File: config.mk
export PLATFORM = sky130hd
export DESIGN_NAME = haar_database_scheduler
export DESIGN_NICKNAME = d
export VERILOG_FILES = /design/src/rtl/haar_pkg.sv /design/src/rtl/sched_barrier.sv /design/src/rtl/haar_database_scheduler.sv
export SDC_FILE = /design/constraint.sdc
export NUM_CORES = 1
export LEC_CHECK = 0
export ABC_AREA = 1
export CORE_ASPECT_RATIO = 1.25
export CORE_MARGIN = 2
export CORE_UTILIZATION = 47
export CTS_CLUSTER_SIZE = 12
export DETAILED_ROUTE_END_ITERATION = 7
export PLACE_DENSITY = 0.8
export SETUP_SLACK_MARGIN = 0.3
export SLEW_MARGIN = 30
export SYNTH_ARGS = -nofsm -noshare
export SYNTH_HDL_FRONTEND = slang
export SYNTH_SLANG_ARGS = --single-unit
File: constraint.sdc
create_clock -name clk -period 4.1 [get_ports clk]
set_clock_uncertainty 0.1 [all_clocks]
set_input_delay 0.82 -clock clk [delete_from_list [all_inputs] [get_ports clk]]
set_output_delay 0.82 -clock clk [all_outputs]
set_load 0.02 [all_outputs]
File: src/rtl/haar_pkg.sv
// haar_pkg
//   Constants and types shared by the haar_database scheduler and the
//   per-scale I2LBS instances that consume the database stream.
//   No ports. HAAR_NUM_RESIZE is the number of scale pipelines. sched_state_t
//   is the scheduler state encoding (IDLE=0, GATHER=1, DB_RESET=2, STREAM=3,
//   DRAIN=4).
package haar_pkg;

  localparam int HAAR_NUM_RESIZE = 5;

  typedef enum logic [2:0] {
    S_IDLE     = 3'd0,
    S_GATHER   = 3'd1,
    S_DB_RESET = 3'd2,
    S_STREAM   = 3'd3,
    S_DRAIN    = 3'd4
  } sched_state_t;

endpackage

File: src/rtl/sched_barrier.sv
// sched_barrier
//   Collects per-scale database requests into one barrier. It releases when
//   every enabled scale has asked, or when the gather timer runs out.
// Ports:
//   clk, reset        system clock, synchronous active-high reset
//   idle              parent FSM is in IDLE: latch the mask and open a barrier
//   gather            parent FSM is in GATHER: accumulate and advance the timer
//   scale_enable      scales taking part this frame (used only while idle)
//   database_request  level request per scale
//   start             an enabled scale is requesting (valid while idle)
//   fire              barrier releases on this cycle (valid while gathering)
//   grant             request set that will be granted when fire is high
module sched_barrier #(
  parameter int NUM_RESIZE   = 5,
  parameter int WAIT_TIMEOUT = 64,
  parameter int CNT_WIDTH    = 12
) (
  input  logic                  clk,
  input  logic                  reset,
  input  logic                  idle,
  input  logic                  gather,
  input  logic [NUM_RESIZE-1:0] scale_enable,
  input  logic [NUM_RESIZE-1:0] database_request,
  output logic                  start,
  output logic                  fire,
  output logic [NUM_RESIZE-1:0] grant
);

  localparam logic [CNT_WIDTH-1:0] TIMER_LAST = CNT_WIDTH'(WAIT_TIMEOUT - 1);

  logic [NUM_RESIZE-1:0] mask_q;
  logic [NUM_RESIZE-1:0] pending_q;
  logic [NUM_RESIZE-1:0] pending_d;
  logic [NUM_RESIZE-1:0] req_enabled;
  logic [CNT_WIDTH-1:0]  timer_q;

  // While idle the live enable is the mask. Once gathering, the mask that
  // was latched on entry is used, so enable changes mid-gather are ignored.
  assign req_enabled = database_request & scale_enable;
  assign start       = |req_enabled;
  assign pending_d   = pending_q | (database_request & mask_q);
  assign grant       = pending_d;
  assign fire        = (pending_d == mask_q) || (timer_q == TIMER_LAST);

  always_ff @(posedge clk) begin
    if (reset) begin
      mask_q    <= '0;
      pending_q <= '0;
      timer_q   <= '0;
    end else if (idle) begin
      mask_q <= scale_enable;
      if (start) begin
        pending_q <= req_enabled;
        timer_q   <= '0;
      end
    end else if (gather) begin
      pending_q <= pending_d;
      timer_q   <= timer_q + 1'b1;
    end
  end

endmodule

File: src/rtl/haar_database_scheduler.sv
// haar_database_scheduler
//   Shares the single haar_database stream among the per-scale I2LBS
//   instances. It gathers their requests, rewinds the database once, then
//   streams it until the database ends or every granted scale has dropped out.
// Ports:
//   clk, reset        system clock, synchronous active-high reset
//   scale_enable      scales taking part this frame (sampled in IDLE)
//   database_request  level request per scale, held until o_sweep_done
//   inspect_done      per-scale pulse: window rejected or finished early
//   clear_count       synchronous clear of o_sweep_count
//   db_end            database exhausted
//   o_db_reset        one-cycle database rewind pulse
//   o_db_en           database advance enable
//   o_grant           scales consuming the current sweep
//   o_sweep_done      one-cycle pulse at end of sweep
//   o_early_abort     with o_sweep_done: sweep ended because all grants dropped
//   o_busy            high in every state except IDLE
//   o_sweep_count     sweeps completed since reset/clear_count (wraps)
//
// state      | meaning
// -----------+------------------------------------------------------------
// S_IDLE     | waiting for an enabled scale to request the database
// S_GATHER   | barrier open, collecting requests until full or timeout
// S_DB_RESET | database rewind pulse, grants fixed
// S_STREAM   | database advancing, grants drop as scales finish
// S_DRAIN    | sweep finished, done pulse out, count updated on exit
module haar_database_scheduler
  import haar_pkg::*;
#(
  parameter int NUM_RESIZE   = HAAR_NUM_RESIZE,
  parameter int WAIT_TIMEOUT = 64,
  parameter int CNT_WIDTH    = 12
) (
  input  logic                  clk,
  input  logic                  reset,
  input  logic [NUM_RESIZE-1:0] scale_enable,
  input  logic [NUM_RESIZE-1:0] database_request,
  input  logic [NUM_RESIZE-1:0] inspect_done,
  input  logic                  clear_count,
  input  logic                  db_end,
  output logic                  o_db_reset,
  output logic                  o_db_en,
  output logic [NUM_RESIZE-1:0] o_grant,
  output logic                  o_sweep_done,
  output logic                  o_early_abort,
  output logic                  o_busy,
  output logic [CNT_WIDTH-1:0]  o_sweep_count
);

  sched_state_t state_q, state_d;

  logic                  in_idle;
  logic                  in_gather;
  logic                  bar_start;
  logic                  bar_fire;
  logic [NUM_RESIZE-1:0] bar_grant;

  logic                  db_reset_d;
  logic                  db_en_d;
  logic [NUM_RESIZE-1:0] grant_d;
  logic [NUM_RESIZE-1:0] grant_kept;
  logic                  sweep_done_d;
  logic                  early_abort_d;
  logic                  busy_d;
  logic [CNT_WIDTH-1:0]  count_d;

  assign in_idle   = (state_q == S_IDLE);
  assign in_gather = (state_q == S_GATHER);

  sched_barrier #(
    .NUM_RESIZE  (NUM_RESIZE),
    .WAIT_TIMEOUT(WAIT_TIMEOUT),
    .CNT_WIDTH   (CNT_WIDTH)
  ) u_barrier (
    .clk             (clk),
    .reset           (reset),
    .idle            (in_idle),
    .gather          (in_gather),
    .scale_enable    (scale_enable),
    .database_request(database_request),
    .start           (bar_start),
    .fire            (bar_fire),
    .grant           (bar_grant)
  );

  // Masking with the current grant means a done pulse from a scale that is
  // not granted has no effect.
  assign grant_kept = o_grant & ~inspect_done;

  always_comb begin
    state_d       = state_q;
    db_reset_d    = 1'b0;
    db_en_d       = 1'b0;
    grant_d       = o_grant;
    sweep_done_d  = 1'b0;
    early_abort_d = 1'b0;
    count_d       = o_sweep_count;

    unique case (state_q)
      S_IDLE: begin
        if (bar_start) state_d = S_GATHER;
      end
      S_GATHER: begin
        if (bar_fire) begin
          state_d    = S_DB_RESET;
          db_reset_d = 1'b1;
          grant_d    = bar_grant;
        end
      end
      S_DB_RESET: begin
        state_d = S_STREAM;
        db_en_d = 1'b1;
      end
      S_STREAM: begin
        // A database end in the same cycle as the last done pulse counts as a
        // normal finish, so db_end decides the abort flag.
        if (db_end || (grant_kept == '0)) begin
          state_d       = S_DRAIN;
          grant_d       = '0;
          sweep_done_d  = 1'b1;
          early_abort_d = ~db_end;
        end else begin
          db_en_d = 1'b1;
          grant_d = grant_kept;
        end
      end
      S_DRAIN: begin
        state_d = S_IDLE;
        grant_d = '0;
        count_d = o_sweep_count + 1'b1;
      end
      default: begin
        state_d = S_IDLE;
        grant_d = '0;
      end
    endcase

    if (clear_count) count_d = '0;

    busy_d = (state_d != S_IDLE);
  end

  always_ff @(posedge clk) begin
    if (reset) begin
      state_q       <= S_IDLE;
      o_db_reset    <= 1'b0;
      o_db_en       <= 1'b0;
      o_grant       <= '0;
      o_sweep_done  <= 1'b0;
      o_early_abort <= 1'b0;
      o_busy        <= 1'b0;
      o_sweep_count <= '0;
    end else begin
      state_q       <= state_d;
      o_db_reset    <= db_reset_d;
      o_db_en       <= db_en_d;
      o_grant       <= grant_d;
      o_sweep_done  <= sweep_done_d;
      o_early_abort <= early_abort_d;
      o_busy        <= busy_d;
      o_sweep_count <= count_d;
    end
  end

endmodule

# After elaboration in Yosys (flattened, before gate mapping)
# Cells that the tools add are included.
# W data, S select, Z words.
dict set report classes {
  add_sub_neg 2
  n_eq_ne 8
  n_mux 17
  bitwise 10
  n_reduce_logical 14
}
# operator count
set op_table {}
lappend op_table {{$mux W12} 3}
lappend op_table {{$mux W5} 5}
lappend op_table {{$add A12 B1 Y12 const B} 2}
lappend op_table {{$and A5 B5 Y5} 3}
lappend op_table {{$pmux W5 S3} 1}
lappend op_table {{$eq A12 B6 Y1 const B} 1}
lappend op_table {{$pmux W3 S4} 1}
lappend op_table {{$mux W3} 3}
lappend op_table {{$reduce_or A2 Y1} 4}
lappend op_table {{$eq A3 B2 Y1 const B} 2}
lappend op_table {{$eq A5 B5 Y1} 1}
lappend op_table {{$logic_not A5 Y1} 1}
lappend op_table {{$not A1 Y1} 5}
lappend op_table {{$not A5 Y5} 1}
lappend op_table {{$or A5 B5 Y5} 1}
lappend op_table {{$reduce_or A5 Y1} 1}
lappend op_table {{$ne A2 B1 Y1 const B} 2}
lappend op_table {{$reduce_and A2 Y1} 2}
lappend op_table {{$eq A3 B1 Y1 const B} 1}
lappend op_table {{$eq A3 B3 Y1 const B} 1}
lappend op_table {{$logic_not A3 Y1} 1}
lappend op_table {{$mux W1} 3}
lappend op_table {{$reduce_bool A3 Y1} 1}
lappend op_table {{$reduce_or A3 Y1} 1}
lappend op_table {{3 further kinds} 4}
dict set report word_totals {
  ff_bits 47
  in_bits 19
  out_inout_bits 22
  word_cells 62
}

# Depth between registers and ports, before layout
# Gate-level depths: netlist (run 1).
dict set report logic_depth {
  depth_word 7
  depth_mapped 10
  depth_no_buf 10
}

# Modules after synthesis
# Synthesis (run 1) repeated with hierarchy kept, for this count alone.
dict set report unflattened {
  hier_cells 383
  hier_area_um2 2524.9
}
# module instances cells_each area_per_inst_um2 seq_area_each_um2
set by_module_without_submodules {}
lappend by_module_without_submodules {sched_barrier 1 203 1317.5 440.4}
lappend by_module_without_submodules {haar_database_scheduler 1 180 1207.4 500.5}

# Worst setup path before layout (run 1)
# Ideal clock, no wire load.
dict set report synth_timing {
  kind {input-to-reg}
  from {in database_request[2]}
  to {reg u_barrier.pending_q[3]}
  setup_time_ns 0.117
  t_arrival_ns 1.634
  t_required_ns 3.883
  setup_slack_ns 2.249
  cell_stages 7
  n_path_buf 1
  path_cell_list {nand2_1 nand3_1 o21ai_4 nand2_8 buf_6 o21ai_0 nor2_1}
}
dict set report synth_via {
  elab_chain_len 4
}
# item line_no
set synth_lines {}
lappend synth_lines {{start, declared} haar_database_scheduler.sv:37} ;# input logic [NUM_RESIZE-1:0] database_request,
lappend synth_lines {{$and A5 B5 Y5} sched_barrier.sv:39} ;# assign req_enabled = database_request & scale_enable;
lappend synth_lines {{$reduce_or A5 Y1} sched_barrier.sv:40} ;# assign start = |req_enabled;
lappend synth_lines {{$ne A2 B1 Y1 (no line)} n/a}
lappend synth_lines {{$reduce_and A2 Y1 (no line)} n/a}
lappend synth_lines {{end signal, assigned} sched_barrier.sv:53} ;# pending_q <= req_enabled;
lappend synth_lines {{end signal, assigned} sched_barrier.sv:57} ;# pending_q <= pending_d;
lappend synth_lines {{end, declared} sched_barrier.sv:32} ;# logic [NUM_RESIZE-1:0] pending_q;
# Every way passes these cells.
# A chain may end at the register's enable or synchronous reset.

# Worst setup path in the final report (run 1)
dict set report layout_timing {
  from {in reset}
  to {reg o_sweep_count[3]}
}
dict set report layout_via {
  elab_chain_len 1
}
# item line_no
set layout_lines {}
lappend layout_lines {{start, declared} haar_database_scheduler.sv:35} ;# input logic reset,
lappend layout_lines {{$reduce_or A2 Y1 (no line)} n/a}
lappend layout_lines {{end signal, assigned} haar_database_scheduler.sv:161} ;# o_sweep_count <= count_d;
lappend layout_lines {{end, declared} haar_database_scheduler.sv:47} ;# output logic [CNT_WIDTH-1:0] o_sweep_count
# Every way passes these cells.

==> results of run 1 <==
[routing by layer]
metal,global-route usage,wire length [µm],vias up
met4,0.0766,87,0
met1,0.226,2350,1091
li1,-,-,1250
met3,0.0487,278,9
met2,0.377,2940,63
met5,0,0,-
[stage by stage]
| stage | std cells | worst slack, ps |
|---|---|---|
| after CTS | 465 | 1800 |
| after floorplan | 359 | 2250 |
| final | 465 | 1790 |
| after detailed placement | 457 | 1480 |
| after global placement | 457 | 1500 |
| after global routing | 465 | 1640 |
[state kept, by name, indices dropped and copies added (netlist names)]
name	count
o_sweep_count	12
u_barrier.timer_q	12
o_grant	5
u_barrier.mask_q	5
u_barrier.pending_q	5
state_q	3
o_busy	1
o_db_en	1
o_db_reset	1
o_early_abort	1
o_sweep_done	1
[power by group through the flow]
stage	clock, mW	combinational [mW]	sequential, mW
after global routing	0.333	0.761	0.617
after detailed placement	0	0.675	0.616
after CTS	0.314	0.680	0.605
final	0.304	0.680	0.605
after floorplan	0	0.483	0.633
after global placement	0	0.667	0.612
[worst reg2reg max path, stage by stage, from the launching register on]
cell and delay (ps):
dfxtp_1 460, nor2_4 70, nand2_4 190, inv_4 90, o21ai_4 120, nand2_8 160
inv_6 140, nor2_4 50, nand2_1 50, nand2_1 60, a21oi_2 110
[synth_stat cells (all sizes together), types with 2 or more instances]
cell	number
nand3	30
a21oi	38
nand2	91
dfxtp	47
nor2	32
inv	59
clkbuf	3
o21a	2
nand4	9
o21ai	20
ha	2
o22ai	3
nor3	13
[worst max path at each step]
stage | end | depth (start not counted)
6_report | o_sweep_count[3]$_SDFFE_PP0N_ | 5
3_3_place_gp | u_barrier.timer_q[4]$_SDFFE_PP0P_ | 4
5_1_grt | u_barrier.timer_q[4]$_SDFFE_PP0P_ | 4
4_1_cts | u_barrier.timer_q[4]$_SDFFE_PP0P_ | 4
3_5_place_dp | u_barrier.timer_q[4]$_SDFFE_PP0P_ | 4
2_1_floorplan | u_barrier.pending_q[3]$_SDFFE_PP0P_ | 7
[kinds of logic (layout without fill, tap and decap cells)]
logic type | count (synthesis) | in the layout | synth area share
xor+xnor | 2 | 2 | 0.00704
fa+ha+maj | 2 | 2 | 0.0101
buf+inv | 64 | 108 | 0.103
flops | 47 | 47 | 0.378
simple gates | 177 | 177 | 0.352
compound gates | 67 | 67 | 0.150
[cell usage in the layout (no fill, tap or decap), types with 2 or more instances in the layout]
master | synthesis | routed
nand2_1 | 84 | 84
inv_1 | 54 | 54
dfxtp_1 | 47 | 47
clkdlybuf4s50_1 | 0 | 40
a21oi_1 | 37 | 37
nand3_1 | 28 | 28
nor2_1 | 25 | 25
o21ai_0 | 19 | 19
nor3_1 | 12 | 12
nand4_1 | 9 | 9
clkbuf_8 | 0 | 6
nor2_2 | 4 | 4
nand2_4 | 4 | 4
inv_2 | 3 | 3
o22ai_1 | 3 | 3
nor2_4 | 2 | 2
nand2_2 | 2 | 2
o21a_1 | 2 | 2
ha_1 | 2 | 2
[final cells by class]
type / instances / area [µm²] / share of cell area
clock buffer: 6 / 82.6 / 0.0271
clock inverter: 2 / 16.3 / 0.00535
inverter: 60 / 234 / 0.0769
multi-input combinational: 248 / 1290 / 0.424
sequential: 47 / 941 / 0.309
tap: 62 / 77.6 / 0.0255
timing repair buffer: 40 / 400 / 0.132
==> results by group, run 1 <==
Yosys
  – Syn Area/Cell: 6.93 µm²
  – Synth top area share: 0.378
  – Netlist area before placement: 2490 µm²
  – Synthesized net count: 380
  – Top_reg_cell synth: dfxtp_1
  – Share of flip-flops with an asynchronous set or reset after synthesis: 0
  – Seq/Total Area, Yosys: 0.378
  – Cell taking the most area after synthesis: dfxtp_1
  – Number of synthesized register bits: 47
  – Number of distinct standard cells referenced by the synthesized netlist: 37
  – Number of instances in the synthesized netlist: 359
  – Count of warnings emitted by yosys: 0
  – Synth area leaders: dfxtp_1, nand2_1, inv_1
  – EDFF count, synth: 0

Power
  – Peak supply drop: 0.000212 V
  – Clock power frac: 0.191
  – Sw power: 0.677 mW
  – Net switching fraction of the power: 0.426
  – Leakage: 1.28 nW
  – Internal Pwr Total: 0.911 mW
  – Combinational share of power: 0.428
  – Sequential fraction of design power: 0.381
  – Power density over the cells: 522 nW/µm²
  – Pwr Total: 1.59 mW

Clock tree
  – Number of CTS-inserted buffers: 5
  – Post-CTS sizing: 0
  – Clock tree from TritonCTS: built
  – Count of clock tree sinks: 47
  – Number of buffers added to fix hold violations after cts: 0
  – Clock root buffer: clkbuf_8
  – Clock insertion delay at the later pin of the skew report: 300 ps
  – # H-tree levels: 2
  – Number of setup buffers added after CTS: 0
  – Buffer depth of the longest clock path: 2
  – Clock-pin slew of the registers on the worst-case setup and hold paths: 90 ps

Detailed routing
  – DR vias: 2413
  – Total detailed-routing wirelength: 5660 µm
  – Antenna Violating Nets Remaining: 0
  – Detail-routed net length per standard cell: 12.2 µm
  – Remaining design rule violation count: 0
  – Drt first pass iters: 5
  – DR iter-0 viols: 154
  – Vias per inst: 5.19

STA
  – Setup repair after global routing missed its margin: no
  – Final min period: 2310 ps
  – Total Negative Setup Slacks: 0 ps
  – Worst hold-check slack: 379 ps
  – Final number of hold-violating endpoints: 0
  – Share of the clock period used by the worst path: 0.565
  – F_max: 432 MHz
  – Count of final setup violators: 0
  – Transition time at the pin with the least slew margin: 516 ps
  – Max transition margin: 0.655
  – Number of slew-limit violations in the final report: 0

Setup path
  – Depth of the most critical reg-to-reg path: 10
  – Critical path buffers and inverters: 2
  – Endpoint type of the worst setup path: flop
  – Arrival time at the worst endpoint: 2470 ps
  – Largest stage delay on the critical path: 670 ps
  – Worst reg2reg setup slack: 2450 ps
  – Worst reg2reg path endpoint: u_barrier.timer_q[5]$_SDFFE_PP0P_
  – Critical-path top delay cell: clkdlybuf4s50_1
  – CP top delay family: buffers and inverters
  – Cell Chain, Critical Path: clkdlybuf4s50_1, nor2_1, inv_1, a21oi_1, o21a_1
  – Setup Crit Path Kind: primary input to flop
  – Critical Path Fanout Max: 14
  – Required time of the critical path: 4260 ps
  – Critical R2R Launch: state_q[2]$_SDFF_PP0_
  – Source of the critical timing path: reset
  – Sort of element at the start of the critical path: primary input

GRT
  – First-pass GRT wire length: 9930 µm
  – Sum of overflow across all layers after global routing: 0
  – Antenna violations before repair: 0
  – Largest net degree at the start of global routing: 20
  – Number of global-route vias before repair: 2298
  – Total GRT Usage: 0.205

Hold path
  – Worst min-delay path endpoint: o_sweep_count[8]$_SDFFE_PP0N_
  – Min-Delay Path Depth: 2
  – Kind of path behind the tightest hold check: flop to flop
  – Launch instance of the worst min-delay path: o_sweep_count[8]$_SDFFE_PP0N_

Layout
  – Post-Layout Inst Area: 3040 µm²
  – ANT cells: 0
  – Final #Nets: 423
  – P&R area growth vs syn: 22.3%
  – Fraction of final layout cells sized beyond drive strength 1: 0.0868
  – FILL cells: 490
  – Fin util: 0.599

Die
  – Die span in y: 85.3 µm
  – Number of primary I/O pins: 41
  – Core region area: 5080 µm²
  – Initial cell density of the core: 0.490
  – Site Rows: 29
  – Die footprint: 5890 µm²
  – Chip width: 69.1 µm

Place
  – Post-DP HPWL: 4230 µm
  – I/O Buffers: 40
  – Instance area after placement: 2940 µm²
  – Routability congestion estimate: 0.831

Status
  – Run status: complete, no violations

Job
  – Max Cap Violations: 0
Note: power is estimated with default switching activity, not from simulation.
==> inputs of run 2 (changes only) <==
PLACE_DENSITY = 0.83   (was 0.8)
clock period = 1.9 ns   (was 4.1 ns; I/O delays follow)
==> results by group, run 2 (synthesized netlist as in run 1, its figures left out) <==
Status
  – Run status: complete, no violations

Layout
  – Fraction of final layout cells sized beyond drive strength 1: 0.178 (+0.0909)
  – Registers with the most flip-flops: o_sweep_count x12, u_barrier.timer_q x12
  – Most common cell after layout, fill and taps aside: nand2_1
  – Final #Nets: 443 (+4.7%)
  – Post-Layout Inst Area: 3230 µm² (+6.2%)
  – Number of standard cells in the final layout excluding fillers: 484 (+4.1%)
  – ANT cells: 0 (unchanged)
  – Highest-count cells in the layout ignoring fill and taps: nand2_1, inv_1, dfxtp_1
  – P&R area growth vs syn: 29.9%

STA
  – Max transition margin: 0.755 (+0.100)
  – F_max: 646 MHz
  – Share of the clock period used by the worst path: 0.815
  – Number of slew-limit violations in the final report: 0 (unchanged)
  – Final number of hold-violating endpoints: 0 (unchanged)
  – Count of final setup violators: 0 (unchanged)
  – Worst hold-check slack: 385 ps (+5.52 ps)
  – Transition time at the pin with the least slew margin: 364 ps (-153 ps)
  – Setup repair after global routing missed its margin: yes
  – Final min period: 1550 ps

Setup path
  – Critical path buffers and inverters: 1 (-1)
  – Source of the critical timing path: o_grant[2]$_SDFFE_PP0P_
  – Critical Path Fanout Max: 4 (-10)
  – Arrival time at the worst endpoint: 1070 ps (-1400 ps)
  – Crit path depth: 1 (-4)
  – Worst reg2reg path endpoint: u_barrier.timer_q[5]$_SDFFE_PP0P_
  – Depth of the most critical reg-to-reg path: 10 (unchanged)
  – Setup Crit Path Kind: flop to output port
  – Largest stage delay on the critical path: 410 ps (-260 ps)
  – Required time of the critical path: 1420 ps (-2840 ps)
  – Worst reg2reg setup slack: 380 ps (-2070 ps)
  – Cell Chain, Critical Path: dlygate4sd2_1
  – CP Capture Point: o_grant[2]
  – Sort of element at the start of the critical path: flop
  – Critical-path top delay cell: dfxtp_1
  – CP top delay family: flip-flops
  – Critical R2R Launch: state_q[2]$_SDFF_PP0_
  – Endpoint type of the worst setup path: output port

GRT
  – Sum of overflow across all layers after global routing: 0 (unchanged)
  – Total GRT Usage: 0.210 (+0.00572)
  – Antenna violations before repair: 0 (unchanged)
  – Largest net degree at the start of global routing: 20 (unchanged)
  – First-pass GRT wire length: 10300 µm (+3.4%)
  – Number of global-route vias before repair: 2330 (+1.4%)

Hold path
  – Kind of path behind the tightest hold check: flop to flop
  – Min-Delay Path Depth: 2 (unchanged)

Clock tree
  – # H-tree levels: 2 (unchanged)
  – Clock insertion delay at the later pin of the skew report: 300 ps (about the same)
  – Number of CTS-inserted buffers: 5 (unchanged)
  – Clock root buffer: clkbuf_8
  – Clock tree from TritonCTS: built
  – Count of clock tree sinks: 47 (unchanged)
  – Buffer depth of the longest clock path: 2 (unchanged)
  – Clock-pin slew of the registers on the worst-case setup and hold paths: 90 ps (about the same)

Detailed routing
  – DR vias: 2589 (+7.3%)
  – Drt first pass iters: 5 (unchanged)
  – Remaining design rule violation count: 0 (unchanged)
  – Detail-routed net length per standard cell: 13.3 µm (+8.9%)
  – Antenna Violating Nets Remaining: 0 (unchanged)
  – Vias per inst: 5.35 (+3.1%)
  – DR iter-0 viols: 177 (+15%)
  – Total detailed-routing wirelength: 6410 µm (+13%)

Place
  – Post-DP HPWL: 4310 µm (+1.9%)
  – I/O Buffers: 40 (unchanged)
  – Dpl cells: 465 (+1.8%)
  – Instance area after placement: 3000 µm² (+2.0%)
  – Routability congestion estimate: 0.923 (+11%)

Die
  – Initial cell density of the core: 0.490 (unchanged)
  – Chip width: 69.1 µm (unchanged)
  – Die span in y: 85.3 µm (unchanged)
  – Site Rows: 29 (unchanged)
  – Core region area: 5080 µm² (unchanged)
  – Number of primary I/O pins: 41 (unchanged)
  – Die footprint: 5890 µm² (unchanged)

Power
  – Peak supply drop: 0.000522 V (+150%)
  – Leakage: 1.52 nW (+18%)
  – Pwr Total: 3.86 mW (+140%)
  – Power density over the cells: 1200 nW/µm² (+130%)

Job
  – Max Cap Violations: 0 (unchanged)
run 2: cell types whose count changed in the layout (fill, tap and decap cells not counted), moves of 3 or more:
cell and delta:
clkdlybuf4s50_1 -33, dlygate4sd2_1 +31, buf_4 +15, nand2_1 -8, nand2_2 +8, dfxtp_1 -5
dfxtp_2 +5, nand3_1 -3, nand3_2 +3
run 2: routing by layer:
metal	global-route usage	wire, µm	up-vias
li1	-	-	1290
met1	0.240	2570	1189
met2	0.382	3370	93
met3	0.0404	323	17
met4	0.0873	157	0
met5	0	0	-
run 2: area by class of cell:
type / instances / area [µm²]
Sequential cell: 47 / 947
Timing Repair Buffer: 57 / 499
Clock inverter: 2 / 13.8
Inverter: 60 / 239
Timing Repair inverter: 1 / 6.26
Clock buffer: 5 / 68.8
Fill cell: 458 / 1850
Multi-Input combinational cell: 250 / 1380
Tap cell: 62 / 77.6
run 2: how the worst min path moves through the flow:
| stage | from | to |
|---|---|---|
| 2_1_floorplan | reset | o_grant[1]$_SDFFE_PP0P_ |
| 3_3_place_gp | o_sweep_count[8]$_SDFFE_PP0N_ | o_sweep_count[8]$_SDFFE_PP0N_ |
| 3_5_place_dp | o_sweep_count[8]$_SDFFE_PP0N_ | o_sweep_count[8]$_SDFFE_PP0N_ |
| 4_1_cts | o_sweep_count[8]$_SDFFE_PP0N_ | o_sweep_count[8]$_SDFFE_PP0N_ |
| 5_1_grt | u_barrier.timer_q[10]$_SDFFE_PP0P_ | u_barrier.timer_q[10]$_SDFFE_PP0P_ |
| 6_report | o_sweep_count[8]$_SDFFE_PP0N_ | o_sweep_count[8]$_SDFFE_PP0N_ |
run 2: stage by stage:
| step | utilization | setup WS, ps | TNS (ps) |
|---|---|---|---|
| global placement | 0.591 | -84.3 | -405 |
| CTS | 0.617 | 325 | 0 |
| detailed placement | 0.591 | -139 | -1230 |
| floorplan | - | 471 | 0 |
| finish | 0.636 | 352 | 0 |
| global route | 0.636 | 273 | 0 |
run 2: report_power, final:
part	switching, mW	internal, mW	total [mW]
Combinational	1.20	0.739	1.94
Sequential	0.153	1.17	1.32
Clock	0.348	0.252	0.600
run 2: what timing repair did:
action,4_1_cts,5_1_grt
setup buffers,3,6
hold buffers,0,0
setup endpoints to repair,39,27
gates cloned,3,0
gates resized for setup,44,19
pin swaps,9,7
